--- config.mk ---
export PLATFORM = sky130hd
export DESIGN_NAME = mul_share_ctrl
export DESIGN_NICKNAME = d
export VERILOG_FILES = /design/src/rtl/mul_share_ctrl.sv
export SDC_FILE = /design/constraint.sdc
export NUM_CORES = 1
export LEC_CHECK = 0
export ABC_AREA = 1
export BUFFER_PORTS_ARGS = -buffer_cell sky130_fd_sc_hd__clkbuf_2
export CAP_MARGIN = 20
export CORE_AREA = 10 10 105 107
export CTS_CLUSTER_DIAMETER = 40
export DETAILED_ROUTE_END_ITERATION = 8
export DIE_AREA = 0 0 115 117
export GPL_TIMING_DRIVEN = 0
export PLACE_DENSITY = 0.78
export SYNTH_ARGS = -nofsm -noshare
export SYNTH_HDL_FRONTEND = slang
export SYNTH_SLANG_ARGS = --single-unit
--- constraint.sdc ---
create_clock -name clk -period 2.09 [get_ports clk]
set_clock_uncertainty 0.15 [all_clocks]
set_input_delay 0.418 -clock clk [delete_from_list [all_inputs] [get_ports clk]]
set_output_delay 0.418 -clock clk [all_outputs]
set_load 0.005 [all_outputs]
--- src/rtl/mul_share_ctrl.sv ---
// mul_share_ctrl: round-robin sharing of one slow multiplier with held operands, clamp and zero fix.
module mul_share_ctrl #(
    parameter int M    = 26,
    parameter int NS   = 14,
    parameter int NREQ = 2,
    parameter int IDW  = 1,
    parameter int LAT  = 26
) (
    input  logic                 clk,
    input  logic                 rst,
    input  logic [NREQ-1:0]      req_valid,
    output logic [NREQ-1:0]      req_ready,
    input  logic [NREQ*M-1:0]    req_a,
    input  logic [NREQ*NS-1:0]   req_b,
    output logic [M-1:0]         mul_a,
    output logic [NS-1:0]        mul_b,
    input  logic [M+NS-1:0]      mul_product,
    output logic                 rsp_valid,
    input  logic                 rsp_ready,
    output logic [IDW-1:0]       rsp_id,
    output logic [M+NS-1:0]      rsp_product,
    output logic                 rsp_clamped,
    output logic                 busy
);
    localparam int P  = M + NS;
    localparam int CW = $clog2(LAT + 1);
    typedef enum logic [1:0] {IDLE, RUN, DONE} state_t;
    state_t          state, state_n;
    logic [IDW-1:0]  last_grant, win, id_q;
    logic            any, clamp, clamp_q, accept;
    logic [CW-1:0]   cnt;
    logic [M-1:0]    win_a;
    logic [NS-1:0]   win_b;
    always_comb begin
        win = '0;
        any = 1'b0;
        // descending scan so the nearest requester after last_grant wins
        for (int k = NREQ; k >= 1; k--) begin
            if (req_valid[(int'(last_grant) + k) % NREQ]) begin
                win = IDW'((int'(last_grant) + k) % NREQ);
                any = 1'b1;
            end
        end
    end
    assign accept    = state == IDLE && any;
    assign req_ready = accept ? NREQ'(1) << win : '0;
    assign win_a     = req_a[int'(win)*M +: M];
    assign win_b     = req_b[int'(win)*NS +: NS];
    assign clamp     = win_b == {1'b1, {(NS-1){1'b0}}};
    assign busy      = state != IDLE;
    always_comb begin
        state_n = state;
        state_n = state == IDLE ? (any ? RUN : IDLE) :
                  state == RUN  ? (cnt == CW'(1) ? DONE : RUN) :
                                  (rsp_ready ? IDLE : DONE);
    end
    always_ff @(posedge clk) begin
        if (rst) begin
            state       <= IDLE;
            last_grant  <= IDW'(NREQ - 1);
            id_q        <= '0;
            clamp_q     <= 1'b0;
            cnt         <= '0;
            mul_a       <= '0;
            mul_b       <= '0;
            rsp_valid   <= 1'b0;
            rsp_id      <= '0;
            rsp_product <= '0;
            rsp_clamped <= 1'b0;
        end else begin
            state <= state_n;
            if (accept) begin
                mul_a      <= win_a;
                mul_b      <= clamp ? {1'b1, {(NS-2){1'b0}}, 1'b1} : win_b;
                id_q       <= win;
                clamp_q    <= clamp;
                last_grant <= win;
                cnt        <= CW'(LAT);
            end
            if (state == RUN) begin
                cnt <= cnt - CW'(1);
                if (cnt == CW'(1)) begin
                    // a zero product with negative b arrives as the sign bit alone
                    rsp_product <= mul_product == {1'b1, {(P-1){1'b0}}} ? '0 : mul_product;
                    rsp_clamped <= clamp_q;
                    rsp_id      <= id_q;
                    rsp_valid   <= 1'b1;
                end
            end
            if (state == DONE && rsp_ready) rsp_valid <= 1'b0;
        end
    end
endmodule

==> impl_metrics.env <==
export IMPL_initial_utilization_pct=42.4
export IMPL_die_height_um=117
export IMPL_syn_avg_cell_area_um2=7.41
export IMPL_slew_headroom_pct=66.8
export IMPL_core_mm2=0.00902
export IMPL_status="finished clean"
export IMPL_numCtsBuffers=9
export IMPL_cts_sinks=93
export IMPL_clk_latency_ns=0.35
export IMPL_ios=211
export IMPL_grt_pass1_vias=4389
export IMPL_cp_cell_sequence="inv_2 -> nand2_4 -> nor2_4 -> inv_2 -> a21oi_4 -> buf_6 -> clkbuf_2"
export IMPL_final_hold_viol_count=0
export IMPL_dp_hpwl_um=10800
export IMPL_antenna_found_initial=0
export IMPL_wirelength_um=13400
export IMPL_grtUsageTotal_pct=19.1
export IMPL_syn_num_nets=643
export IMPL_syn2layout_area_growth_pct=37.7
export IMPL_dieArea_mm2=0.0135
export IMPL_clkPwrFrac_pct=29.6
export IMPL_critical_path_startpoint_type="flop"
export IMPL_postCtsHoldBufs=0
export IMPL_rsz0062_at_grt="true"
export IMPL_slowest_delay_ns=0.32
export IMPL_fmaxAchievable_mhz=497
export IMPL_cts_tree="built"
export IMPL_critical_path_slowest_cell="dfxtp_1"
export IMPL_cp_required_ns=1.52
export IMPL_power_density_mw_per_mm2=761
export IMPL_pwr_share_seq_pct=50.0
export IMPL_final_common_cell="clkbuf_2"
export IMPL_drtIter0Drc=326
export IMPL_post_route_period_util_pct=96.3
export IMPL_pwr_share_comb_pct=20.4
export IMPL_cp_max_fo=9
export IMPL_min_period_ns=2.01
export IMPL_crit_path_frequent_cell="inv_2"
export IMPL_nets=869
export IMPL_grt_max_degree=16
export IMPL_gp_congestion=0.866
export IMPL_yosysSeqAreaShare_pct=48.7
export IMPL_h_tree_depth=3
export IMPL_die_x_um=115
export IMPL_final_max_slew_violation_count=0
export IMPL_clockBufferDepth=2
export IMPL_synth_top_area_share_pct=48.7
export IMPL_portBuffers=209
export IMPL_synth_distinct_cells=26
export IMPL_leakagePower_nw=2.68
export IMPL_power_mw=4.01
export IMPL_routedWlPerCell_um=15.7
export IMPL_hp_class="in -> reg"
export IMPL_max_cap_violations=0
export IMPL_synth_seq_cells=93
export IMPL_netSwitchingPower_mw=1.18
export IMPL_path_delay_family="buffers and inverters"
export IMPL_ir_worst_vdd_uv=376
export IMPL_setup_violations=0
export IMPL_grt_pass1_wl_um=21200
export IMPL_drc=0
export IMPL_synth_warnings=0
export IMPL_endpoint_kind="output pin"
export IMPL_vias_per_cell=5.07
export IMPL_rows=35
export IMPL_diodes=0
export IMPL_layout_drive_gt1_share_pct=34.4
export IMPL_ant_nets=0
export IMPL_p_sw_share_pct=29.5
export IMPL_finish_utilization_pct=58.4
export IMPL_clkTransAtPathRegs_ns=0.09
export IMPL_synthTopCellsByArea="dfxtp_1 (49%), nand2_1 (11%), o21ai_0 (8.8%)"
export IMPL_vias=4347
export IMPL_intPower_mw=2.82
export IMPL_synth_top_cell_by_area="dfxtp_1"
export IMPL_clockRootBuffer="clkbuf_8"
export IMPL_netlist_area_mm2=0.00382
export IMPL_grt_ovfl_total=0
export IMPL_syn_inst=516
export IMPL_arrival_ns=1.44
export IMPL_crit_buf_inv=4
export IMPL_criticalPathCategory="reg -> out"
export IMPL_dr_pass1_iters=5
export IMPL_final_cell_mix="clkbuf_2 (209), nand2_1 (114), dfxtp_1 (92)"
export IMPL_tightest_slew_ns=0.498
-- metrics by stage --
step	instances	hold WS, ns	TNS [ns]	instance area (µm²)	setup WS [ns]
2_1_floorplan	516	0.300	0	3820	0.333
3_3_place_gp	836	0.310	-0.0394	5010	-0.0394
3_5_place_dp	836	0.330	-0.0658	5010	-0.0658
4_1_cts	855	0.115	0	5240	0.0205
5_1_grt	858	0.130	-0.0196	5270	-0.0196
6_report	858	0.128	0	5270	0.0784
-- cells in the mapped netlist --
master and count:
nand2_1 114, dfxtp_1 93, o21ai_0 67, nor2_1 48, a21oi_1 41, inv_1 40
a31oi_1 39, nand3_1 18, clkbuf_1 15, buf_2 12, nand4_1 5, inv_2 4
nand2_2 3, buf_1 2, buf_6 2, ha_1 2, nor2_4 2, a211oi_1 1
a21oi_4 1, and3_1 1, buf_4 1, nand3b_1 1, nor2_2 1, nor3_1 1
o211ai_1 1, o31ai_1 1
-- worst reg2reg max path, cell delays in order, from the launching register on --
cell and delay, ns:
dfxtp_1 0.34, inv_1 0.10, ha_1 0.16, nand3_1 0.11, nor2_1 0.15, buf_2 0.24
inv_1 0.13, buf_2 0.20, nor2_1 0.12, nor2_1 0.06
-- kinds of logic (layout without fill, tap and decap cells) --
kind of cell,count (synthesis),in the layout,synth area share (%)
AO/OA/AOI/OAI,151,151,21.5
adder cells (fa/ha/maj),2,2,0.654
flip-flops,93,93,48.7
AND/OR/NAND/NOR,194,194,20.8
buffers and inverters,76,307,8.34
-- final timing paths --
check,from,slack [ns],end,cells past startpoint
worst max-delay path,state[0]$_SDFF_PP0_,0.08,req_ready[0],7
worst min-delay path,rsp_ready,0.13,rsp_valid$_SDFFE_PP0P_,2
worst max register to register,cnt[1]$_SDFFE_PP0P_,0.23,rsp_product[21]$_SDFFE_PP0P_,9
worst min register to register,mul_a[2]$_SDFFE_PP0P_,0.35,mul_a[2]$_SDFFE_PP0P_,2
-- metal layers --
metal  vias up  part of all wire (%)  track usage (%)
met5         -                     0                0
met4         0                   1.4             6.02
met3        14                    11             7.24
met2       185                    48             33.0
met1      1977                    39             21.4
li1       2171                     -                -
-- power by group through the flow --
stage               logic (mW)  registers (mW)  clock network (mW)
finish                   0.819            2.00                1.18
global route             0.923            2.02                1.30
CTS                      0.814            2.00                1.21
detailed placement       0.793            2.04                   0
global placement         0.770            2.03                   0
floorplan                0.405            2.04                   0
-- repair_timing --
action,4_1_cts,5_1_grt
gates resized for setup,4,1
setup endpoints to repair,2,2
setup buffers,3,3
pin swaps,2,0
-- registers in the layout, summed over array words and instances (netlist names) --
register and flops:
clamp_q 1, cnt 5, id_q 1, last_grant 1, mul_a 26, mul_b 14, rsp_clamped 1, rsp_id 1
rsp_product 40, rsp_valid 1, state 2
-- final cells by class --
| type | count | area (µm²) |
|---|---|---|
| multi-input combinational | 347 | 1660 |
| tap | 111 | 139 |
| timing repair buffer | 215 | 1090 |
| clock buffer | 10 | 128 |
| inverter | 44 | 165 |
| sequential | 93 | 1860 |
| clock inverter | 6 | 63.8 |
| fill | 865 | 3760 |
| buffer | 32 | 156 |
(Power assumes the default switching activity.)
